**src/rtl/lcd_bus_pkg.sv**
```systemverilog
// Shared types for the panel-side 8080-style LCD bus responder.
package lcd_bus_pkg;

  localparam int LCD_DB_W = 18;
  localparam int LCD_EV_W = LCD_DB_W + 1;

  typedef enum logic {
    RD_IDLE,
    RD_DRIVE
  } rd_state_t;

  typedef struct packed {
    logic                rs;
    logic [LCD_DB_W-1:0] data;
  } lcd_evt_t;

endpackage

```
**src/rtl/lcd_evt_fifo.sv**
```systemverilog
// Synchronous show-ahead FIFO holding captured host write events.
module lcd_evt_fifo #(
  parameter int DEPTH = 16,
  parameter int WIDTH = 19
) (
  input  logic                     clk,
  input  logic                     nrst,
  input  logic                     push,
  input  logic [WIDTH-1:0]         push_data,
  input  logic                     pop,
  input  logic                     flush,
  output logic [WIDTH-1:0]         head,
  output logic                     full,
  output logic                     empty,
  output logic [$clog2(DEPTH):0]   count
);

  localparam int AW = $clog2(DEPTH);

  logic [WIDTH-1:0] mem [DEPTH];
  logic [AW-1:0]    wr_ptr;
  logic [AW-1:0]    rd_ptr;
  logic             do_push;
  logic             do_pop;

  assign full    = (count == (AW+1)'(DEPTH));
  assign empty   = (count == '0);
  // A push into a full FIFO is dropped even when a pop frees a slot this cycle.
  assign do_push = push & ~full & ~flush;
  assign do_pop  = pop & ~empty & ~flush;
  assign head    = empty ? '0 : mem[rd_ptr];

  always_ff @(posedge clk or negedge nrst) begin
    if (!nrst) begin
      wr_ptr <= '0;
      rd_ptr <= '0;
      count  <= '0;
    end else if (flush) begin
      wr_ptr <= '0;
      rd_ptr <= '0;
      count  <= '0;
    end else begin
      if (do_push) wr_ptr <= wr_ptr + 1'b1;
      if (do_pop)  rd_ptr <= rd_ptr + 1'b1;
      count <= count + {{AW{1'b0}}, do_push} - {{AW{1'b0}}, do_pop};
    end
  end

  always_ff @(posedge clk) begin
    if (do_push) mem[wr_ptr] <= push_data;
  end

endmodule

```
**src/rtl/lcd_bus_responder.sv**
```systemverilog
// Panel stand-in for the 18-bit 8080 LCD bus: captures host writes into a
// FIFO, answers host reads, and generates FMARK and a static ID pin.
module lcd_bus_responder
  import lcd_bus_pkg::*;
#(
  parameter int DEPTH        = 16,
  parameter int FRAME_CYCLES = 1000,
  parameter int FMARK_CYCLES = 4,
  parameter int ID_VALUE     = 1
) (
  input  logic                clk,
  input  logic                nrst,
  input  logic                lcd_cs,
  input  logic                lcd_rs,
  input  logic                lcd_wr,
  input  logic                lcd_rd,
  input  logic                lcd_rst,
  input  logic [LCD_DB_W-1:0] lcd_db_in,
  output logic [LCD_DB_W-1:0] lcd_db_out,
  output logic                lcd_db_oe,
  output logic                lcd_fmark,
  output logic                lcd_id,
  output logic                ev_valid,
  input  logic                ev_ready,
  output logic                ev_rs,
  output logic [LCD_DB_W-1:0] ev_data,
  input  logic [LCD_DB_W-1:0] rd_data,
  output logic                rd_strobe,
  output logic                ovf,
  input  logic                ovf_clr
);

  // state    | meaning
  // RD_IDLE  | bus released, waiting for a host read strobe
  // RD_DRIVE | responder drives lcd_db_out until RD rises or CS aborts

  localparam int AW = $clog2(DEPTH);
  localparam int CW = $clog2(FRAME_CYCLES);

  logic cs_s1, cs_s2, rs_s1, rs_s2, rst_s1, rst_s2;
  logic wr_s1, wr_s2, wr_s3, rd_s1, rd_s2, rd_s3;
  logic [LCD_DB_W-1:0] db_s1, db_s2;

  logic          panel_rst;
  logic          wr_edge, rd_fall, rd_rise;
  lcd_evt_t      evt_q;
  rd_state_t     rd_state;
  logic [CW-1:0] frame_cnt;

  logic                push, ovf_set;
  logic [LCD_EV_W-1:0] fifo_head;
  logic                fifo_full, fifo_empty;
  logic [AW:0]         fifo_count;

  assign lcd_id = ID_VALUE[0];

  always_ff @(posedge clk or negedge nrst) begin
    if (!nrst) begin
      {cs_s1, cs_s2}        <= 2'b11;
      {rs_s1, rs_s2}        <= 2'b00;
      {rst_s1, rst_s2}      <= 2'b11;
      {wr_s1, wr_s2, wr_s3} <= 3'b111;
      {rd_s1, rd_s2, rd_s3} <= 3'b111;
      db_s1                 <= '0;
      db_s2                 <= '0;
    end else begin
      cs_s1  <= lcd_cs;
      cs_s2  <= cs_s1;
      rs_s1  <= lcd_rs;
      rs_s2  <= rs_s1;
      rst_s1 <= lcd_rst;
      rst_s2 <= rst_s1;
      wr_s1  <= lcd_wr;
      wr_s2  <= wr_s1;
      wr_s3  <= wr_s2;
      rd_s1  <= lcd_rd;
      rd_s2  <= rd_s1;
      rd_s3  <= rd_s2;
      db_s1  <= lcd_db_in;
      db_s2  <= db_s1;
    end
  end

  // Edge pulses are registered together with the rs/db sample taken at the
  // same instant as the WR rise, so the host may change DB right after WR.
  always_ff @(posedge clk or negedge nrst) begin
    if (!nrst) begin
      panel_rst <= 1'b0;
      wr_edge   <= 1'b0;
      rd_fall   <= 1'b0;
      rd_rise   <= 1'b0;
      evt_q     <= '0;
    end else begin
      panel_rst <= ~rst_s2;
      wr_edge   <= wr_s2 & ~wr_s3 & ~cs_s2 & rst_s2;
      rd_fall   <= ~rd_s2 & rd_s3 & ~cs_s2 & rst_s2;
      rd_rise   <= rd_s2 & ~rd_s3 & ~cs_s2 & rst_s2;
      evt_q     <= '{rs: rs_s2, data: db_s2};
    end
  end

  // A read edge in the same cycle wins over a write edge.
  assign push    = wr_edge & ~panel_rst & (rd_state == RD_IDLE) & ~rd_fall;
  assign ovf_set = push & fifo_full;

  lcd_evt_fifo #(
    .DEPTH (DEPTH),
    .WIDTH (LCD_EV_W)
  ) u_fifo (
    .clk       (clk),
    .nrst      (nrst),
    .push      (push),
    .push_data (evt_q),
    .pop       (ev_ready & ~fifo_empty),
    .flush     (panel_rst),
    .head      (fifo_head),
    .full      (fifo_full),
    .empty     (fifo_empty),
    .count     (fifo_count)
  );

  assign ev_valid         = (fifo_count != '0);
  assign {ev_rs, ev_data} = fifo_head;

  always_ff @(posedge clk or negedge nrst) begin
    if (!nrst) begin
      rd_state   <= RD_IDLE;
      lcd_db_out <= '0;
      lcd_db_oe  <= 1'b0;
      rd_strobe  <= 1'b0;
    end else begin
      rd_strobe <= 1'b0;
      if (panel_rst) begin
        rd_state  <= RD_IDLE;
        lcd_db_oe <= 1'b0;
      end else begin
        case (rd_state)
          RD_IDLE: begin
            if (rd_fall) begin
              rd_state   <= RD_DRIVE;
              lcd_db_out <= rd_data;
              lcd_db_oe  <= 1'b1;
            end
          end
          RD_DRIVE: begin
            if (cs_s2) begin
              rd_state  <= RD_IDLE;
              lcd_db_oe <= 1'b0;
            end else if (rd_rise) begin
              rd_state  <= RD_IDLE;
              lcd_db_oe <= 1'b0;
              rd_strobe <= 1'b1;
            end
          end
        endcase
      end
    end
  end

  always_ff @(posedge clk or negedge nrst) begin
    if (!nrst) begin
      ovf <= 1'b0;
    end else if (panel_rst) begin
      ovf <= 1'b0;
    end else if (ovf_set) begin
      ovf <= 1'b1;
    end else if (ovf_clr) begin
      ovf <= 1'b0;
    end
  end

  always_ff @(posedge clk or negedge nrst) begin
    if (!nrst) begin
      frame_cnt <= '0;
      lcd_fmark <= 1'b0;
    end else if (panel_rst) begin
      frame_cnt <= '0;
      lcd_fmark <= 1'b0;
    end else begin
      frame_cnt <= (frame_cnt == CW'(FRAME_CYCLES - 1)) ? '0 : frame_cnt + 1'b1;
      lcd_fmark <= (frame_cnt < CW'(FMARK_CYCLES));
    end
  end

endmodule

```
**config.mk**
```make
export PLATFORM = sky130hd
export DESIGN_NAME = lcd_bus_responder
export DESIGN_NICKNAME = d
export VERILOG_FILES = /design/src/rtl/lcd_bus_pkg.sv /design/src/rtl/lcd_evt_fifo.sv /design/src/rtl/lcd_bus_responder.sv
export SDC_FILE = /design/constraint.sdc
export NUM_CORES = 1
export LEC_CHECK = 0
export CORE_MARGIN = 4
export CORE_UTILIZATION = 59
export DETAILED_ROUTE_END_ITERATION = 8
export PLACE_DENSITY = 0.84
export RECOVER_POWER = 50
export SETUP_SLACK_MARGIN = 0.4
export SYNTH_ARGS = -nofsm -noshare
export SYNTH_HDL_FRONTEND = slang
export SYNTH_SLANG_ARGS = --single-unit
```
**constraint.sdc**
```tcl
create_clock -name clk -period 4.3 [get_ports clk]
set_input_delay 0.86 -clock clk [delete_from_list [all_inputs] [get_ports clk]]
set_output_delay 0.86 -clock clk [all_outputs]
set_load 0.02 [all_outputs]
```
==> results of run 1 <==
==> worst register-to-register path, stage by stage, from the launching register on <==
cell and delay, ns:
dfrtp_1 0.35, inv_1 0.07, ha_1 0.20, nor4bb_1 0.18, or3_1 0.52, inv_1 0.23, nand3b_1 0.23, nor2_2 0.63
buf_4 0.37
==> layout make-up <==
type                       instances  area share (%)
timing repair buffer             122            6.74
inverter                          54            1.09
multi-input combinational        286            17.7
tap                              335            2.26
sequential                       421            65.2
clock inverter                    26            1.03
clock buffer                      52            5.93
==> how the worst min path moves through the flow <==
stage / to / slack, ns / startpoint / depth (start not counted)
finish: db_s2[9]$_DFF_PN0_ / 0.34 / db_s1[9]$_DFF_PN0_ / 0
global route: evt_q[9]$_DFF_PN0_ / 0.35 / db_s2[9]$_DFF_PN0_ / 0
CTS: db_s2[9]$_DFF_PN0_ / 0.34 / db_s1[9]$_DFF_PN0_ / 0
detailed placement: db_s2[9]$_DFF_PN0_ / 0.33 / db_s1[9]$_DFF_PN0_ / 0
global placement: evt_q[5]$_DFF_PN0_ / 0.33 / db_s2[5]$_DFF_PN0_ / 0
floorplan: db_s2[0]$_DFF_PN0_ / 0.33 / db_s1[0]$_DFF_PN0_ / 0
==> per-layer routing <==
metal / share of wire, % / global-route usage (%)
met1: 40 / 33.0
met2: 49 / 37.3
met3: 8.5 / 4.69
met4: 2.5 / 6.96
met5: 0 / 0
==> repair_timing <==
item | in CTS | in global routing
gates cloned | 1 | 1
hold buffers | 0 | 0
endpoints found under the setup margin | 16 | 8
setup buffers | 3 | 0
gates resized for setup | 3 | 4
==> layout by cell type (no fill, tap or decap), types with 11 or more instances in the layout <==
cell / netlist / final
clkbuf_16: 0 / 43
nand2_1: 30 / 30
inv_1: 54 / 54
mux2_2: 37 / 37
dfrtp_1: 107 / 105
nor2_2: 0 / 12
o221ai_1: 19 / 19
dlygate4sd3_1: 0 / 23
mux4_2: 76 / 76
clkbuf_1: 14 / 11
nor2_1: 33 / 21
edfxtp_1: 304 / 304
ha_1: 12 / 12
clkdlybuf4s50_1: 0 / 58
buf_4: 2 / 27
==> state kept, by name (all words and copies together) (netlist names), 4 cells and up <==
| register | count |
|---|---|
| db_s1 | 18 |
| u_fifo.count | 5 |
| db_s2 | 18 |
| evt_q | 19 |
| u_fifo.wr_ptr | 4 |
| u_fifo.rd_ptr | 4 |
| u_fifo.mem | 304 |
| lcd_db_out | 18 |
| frame_cnt | 10 |
==> power breakdown <==
| group | internal, mW | switching [mW] | leakage, nW |
|---|---|---|---|
| combinational | 1.09 | 1.01 | 1.81 |
| sequential | 4.47 | 0.119 | 4.15 |
| clock | 1.94 | 1.47 | 0.631 |
==> metrics by stage <==
stage | util (%) | power (mW)
detailed placement | 65.7 | 6.68
global placement | 65.7 | 6.64
floorplan | - | 5.98
global route | 71.1 | 10.5
finish | 71.1 | 10.1
CTS | 71.0 | 10.2
==> cell families (layout without fill, tap and decap cells) <==
logic type                 Yosys count  after routing
buffers and inverters               87            254
other                                1              1
adders and majority gates           13             13
and+or+nand+nor                    112            112
AOI/OAI and AO/OA                   33             33
xor gates and xnor gates            13             13
muxes                              114            114
DFF                                421            421
==> metrics.csv, run 1 <==
metric,value,unit
outcome,finished clean,
CP required,3.44,ns
die width,171,um
GRT Total Usage,23.2,%
Worst Setup End Kind,output pin,
post-synthesis mux area share,13.7,%
Layout Cells excl Fill,1296,
fmax,262,MHz
critical setup path kind,flip-flop to output pin,
endpoints failing hold,0,
post-synthesis compound-gate area fraction,1.60,%
worst clock skew,0.0320,ns
Hold Path Class,flip-flop to flip-flop,
Syn Nets,852,
Root Buffer,clkbuf_16,
slowest cell on the critical path,clkdlybuf4s50_1,
HPWL after DPL,18100,um
CTS buffer count,42,
Buf/Inv on CP,2,
filler instances,1495,
initial antenna violation count,0,
CP Data Arrival Time,2.96,ns
I/O pin count,88,
post-synth top area share,58.3,%
"Seq/Total Area, Yosys",77.1,%
Post-Synth Adder-Cell Area,1.09,%
reg2reg path depth,8,
Core Area,26100,um^2
share of cells above drive strength 1,24.2,%
number of synthesized flops with an enable pin,304,
CP startpoint,u_fifo.rd_ptr[0]$_DFFE_PN0P_,
Max Cap Viol,0,
ANT nets after route,0,
Remaining DRCs,0,
post-synthesis area per instance,19.7,um^2
DR vias/cell,6.06,
Startpoint Class,flip-flop,
largest family of logic cells by synthesized area,multiplexers,
Synth cell types,42,
Setup WS pre-CTS,0.834,ns
register clock-pin slew on the reported worst setup and hold paths,0.06,ns
family with the most delay on the worst path,multiplexers,
nets@finish,985,
Syn Inst Count,794,
Area Growth Syn to Fin,18.3,%
setup tns final,0,ns
CP Depth,6,
top-count cell post-synth,edfxtp_1,
die area,29200,um^2
ANT cells,0,
Cells after DPL,1213,
register bit total from synthesis,421,
setup ws final,0.485,ns
DRT Wirelength,32800,um
PwrDens,546,nW/um^2
cell taking the most area after synthesis,edfxtp_1,
Final Setup Violations,0,
number of global-route vias before repair,8292,
synth cell count leaders,"edfxtp_1, dfrtp_1, mux4_2, inv_1, mux2_2",
RSZ-0062 raised after global routing,true,
FF+latch area,12100,um^2
multi-input logic area,3290,um^2
Starting Density,60.1,%
Worst-Skew Late Latency,0.55,ns
XOR/XNOR Fraction of Synth Area,0.728,%
asr flop ratio synth,27.8,%
Fin Hold WS,0.343,ns
VDD IR-drop max,0.483,mV
remaining global-route overflow,0,
CTS tree,built,
synth top area cells,"edfxtp_1, dfrtp_1, mux4_2, mux2_2, dfstp_2",
Worst R2R End,u_fifo.mem[8][15]$_DFFE_PP_,
Simple-Gate Fraction of Synth Area,3.53,%
normalized max-slew margin,10.7,%
CP max FO,25,
largest net degree at the start of global routing,60,
"Cell Area, Synth",15700,um^2
H-tree Lvls,2,
Placed Instance Area,17100,um^2
post-route design area,18500,um^2
Leak,6.59,nW
Die H,171,um
Final min period,3.82,ns
CTS sink cnt,421,
Cell Rows,59,
final slew viol count,0,
GPL Wtd Cong,0.802,
Worst Tran Pin Value,1.34,ns
Critical Path End,ev_rs,
IO buf count,86,
crit-path max cell delay,0.58,ns
vias,7857,
r2r startpoint,u_fifo.count[2]$_DFF_PN0_,
"reg-to-reg slack, setup",1.21,ns
CP cell instances,buf_12 -> mux4_2 -> mux2_2 -> nand2_1 -> o221ai_1 -> clkdlybuf4s50_1,
drt wl/cell,25.3,um
Final Cycle Share,88.7,%
Pre-antenna DRT Iters,5,
Synth Warn #,0,
DR iter-0 viols,939,
CTS Buffer Depth,3,
first-pass GRT wire length,50000,um
Most used DFF post-synth,edfxtp_1,
Note: power is estimated with default switching activity, not from simulation.
==> inputs of run 2 (changes only) <==
--- a/config.mk
+++ b/config.mk
@@ -8,7 +8,7 @@
 export CORE_MARGIN = 4
 export CORE_UTILIZATION = 59
 export DETAILED_ROUTE_END_ITERATION = 8
-export PLACE_DENSITY = 0.84
+export PLACE_DENSITY = 0.79
 export RECOVER_POWER = 50
 export SETUP_SLACK_MARGIN = 0.4
 export SYNTH_ARGS = -nofsm -noshare
==> metrics.csv, run 2 (synthesis results as in run 1) <==
metric,value,unit,change
Hold Path Class,flip-flop to flip-flop,,unchanged
die area,29200,um^2,unchanged
HPWL after DPL,17300,um,was 18100 um
Die H,171,um,unchanged
setup ws final,0.502,ns,was 0.485 ns
DRT Wirelength,32200,um,was 32800 um
CTS sink cnt,421,,unchanged
IO buf count,86,,unchanged
Core Area,26100,um^2,unchanged
metal2 WL,15700,um,was 16100 um
family with the most delay on the worst path,multiplexers,,unchanged
vias,7814,,was 7857
Cells after DPL,1208,,was 1213
PnR Total Power,10.0,mW,was 10.1 mW
Root Buffer,clkbuf_16,,unchanged
final slew viol count,0,,unchanged
drt wl/cell,25.0,um,was 25.3 um
Startpoint Class,flip-flop,,unchanged
DR vias/cell,6.07,,was 6.06
Max Cap Viol,0,,unchanged
Final Cycle Share,88.3,%,was 88.7%
Leak,6.59,nW,about the same
CTS buffer count,41,,was 42
CP max FO,23,,was 25
largest net degree at the start of global routing,66,,was 60
crit-path max cell delay,0.57,ns,was 0.58 ns
DR WL met3,3400,um,was 2790 um
filler instances,1552,,was 1495
Starting Density,60.1,%,unchanged
normalized max-slew margin,25.0,%,was 10.7%
"commonest non-fill, non-tap cell in the layout",edfxtp_1,,unchanged
setup tns final,0,ns,unchanged
DR iter-0 viols,746,,was 939
CP Data Arrival Time,2.94,ns,was 2.96 ns
CP cell instances,buf_16 -> mux4_2 -> mux2_2 -> nand2_1 -> o221ai_1 -> clkdlybuf4s50_1,,was buf_12 -> mux4_2 -> mux2_2 -> nand2_1 -> o221ai_1 -> clkdlybuf4s50_1
worst clock skew,0.0174,ns,was 0.0320 ns
H-tree Lvls,2,,unchanged
CTS Buffer Depth,3,,unchanged
PwrDens,543,nW/um^2,was 546 nW/um^2
VDD IR-drop max,0.338,mV,was 0.483 mV
"reg-to-reg slack, setup",1.11,ns,was 1.21 ns
remaining global-route overflow,0,,unchanged
Worst Setup End Kind,output pin,,unchanged
ANT nets after route,0,,unchanged
Worst Tran Pin Value,1.12,ns,was 1.34 ns
max layer used,met5,,was met4
"Core Util, Final",70.8,%,was 71.1%
GPL Wtd Cong,0.770,,was 0.802
ANT cells,0,,unchanged
Area Growth Syn to Fin,17.8,%,was 18.3%
CTS tree,built,,unchanged
initial antenna violation count,1,,was 0
Buf/Inv on CP,2,,unchanged
Worst-Skew Late Latency,0.53,ns,was 0.55 ns
Setup WS pre-CTS,0.701,ns,was 0.834 ns
Cell Rows,59,,unchanged
register clock-pin slew on the reported worst setup and hold paths,0.06,ns,about the same
slowest cell on the critical path,clkdlybuf4s50_1,,unchanged
Layout Cells excl Fill,1288,,was 1296
critical setup path kind,flip-flop to output pin,,unchanged
Final Setup Violations,0,,unchanged
max reg flops,304,,unchanged
share of cells above drive strength 1,24.6,%,was 24.2%
met1 WL,12400,um,was 13100 um
Top reg by flops,u_fifo.mem,,unchanged
GRT Total Usage,23.1,%,was 23.2%
nets@finish,980,,was 985
number of global-route vias before repair,8348,,was 8292
endpoints failing hold,0,,unchanged
outcome,finished clean,,unchanged
fmax,263,MHz,was 262 MHz
I/O pin count,88,,unchanged
die width,171,um,unchanged
most frequent cells in the layout,"edfxtp_1, dfrtp_1, mux4_2, inv_1, clkdlybuf4s50_1",,"was edfxtp_1, dfrtp_1, mux4_2, clkdlybuf4s50_1, inv_1"
first-pass GRT wire length,49700,um,was 50000 um
Hold Buf Count CTS,0,,unchanged
Pre-antenna DRT Iters,5,,unchanged
Remaining DRCs,0,,unchanged
CP required,3.44,ns,about the same
Final min period,3.80,ns,was 3.82 ns
largest registers,"u_fifo.mem (304), evt_q (19)",,unchanged
RSZ-0062 raised after global routing,false,,was true
[run 2: final timing paths]
path                            depth (start not counted)                          end                    startpoint
worst max-delay path                                    6                   ev_data[0]  u_fifo.rd_ptr[0]$_DFFE_PN0P_
worst min-delay path                                    0          evt_q[17]$_DFF_PN0_           db_s2[17]$_DFF_PN0_
worst max register to register                          6  u_fifo.mem[11][6]$_DFFE_PP_            rd_state$_DFF_PN0_
worst min register to register                          0          evt_q[17]$_DFF_PN0_           db_s2[17]$_DFF_PN0_
max in group asynchronous                               2              rd_s1$_DFF_PN1_                          nrst
min in group asynchronous                               1    lcd_db_out[0]$_DFFE_PN0P_                          nrst
[run 2: stage by stage]
stage	cell area [um^2]	hold WS (ns)
detailed placement	17100	0.335
CTS	18400	0.347
global placement	17100	0.332
global route	18400	0.353
finish	18400	0.340
floorplan	15700	0.331
[run 2: layout make-up]
class / count / area (um^2) / share of cell area, %
Clock inverter: 17 / 90.1 / 0.489
Tap cell: 335 / 419 / 2.27
Sequential cell: 421 / 12100 / 65.5
Inverter: 54 / 203 / 1.10
Multi-Input combinational cell: 286 / 3310 / 17.9
Clock buffer: 57 / 1170 / 6.36
Timing Repair Buffer: 118 / 1170 / 6.36
[run 2: what timing repair did]
action                                  4_1_cts  5_1_grt
endpoints found under the setup margin       19       12
setup buffers                                 3        3
gates resized for setup                       7       11
[run 2: routing by layer]
layer	vias up	GRT usage, %
met1	4018	31.7
met4	2	6.99
met5	-	0
met2	427	37.1
li1	3308	-
met3	59	6.42
[run 2: where the power goes]
group | leakage, nW | internal [mW] | switching (mW)
Combinational | 1.81 | 1.07 | 0.999
Clock | 0.631 | 1.91 | 1.43
Sequential | 4.15 | 4.47 | 0.128
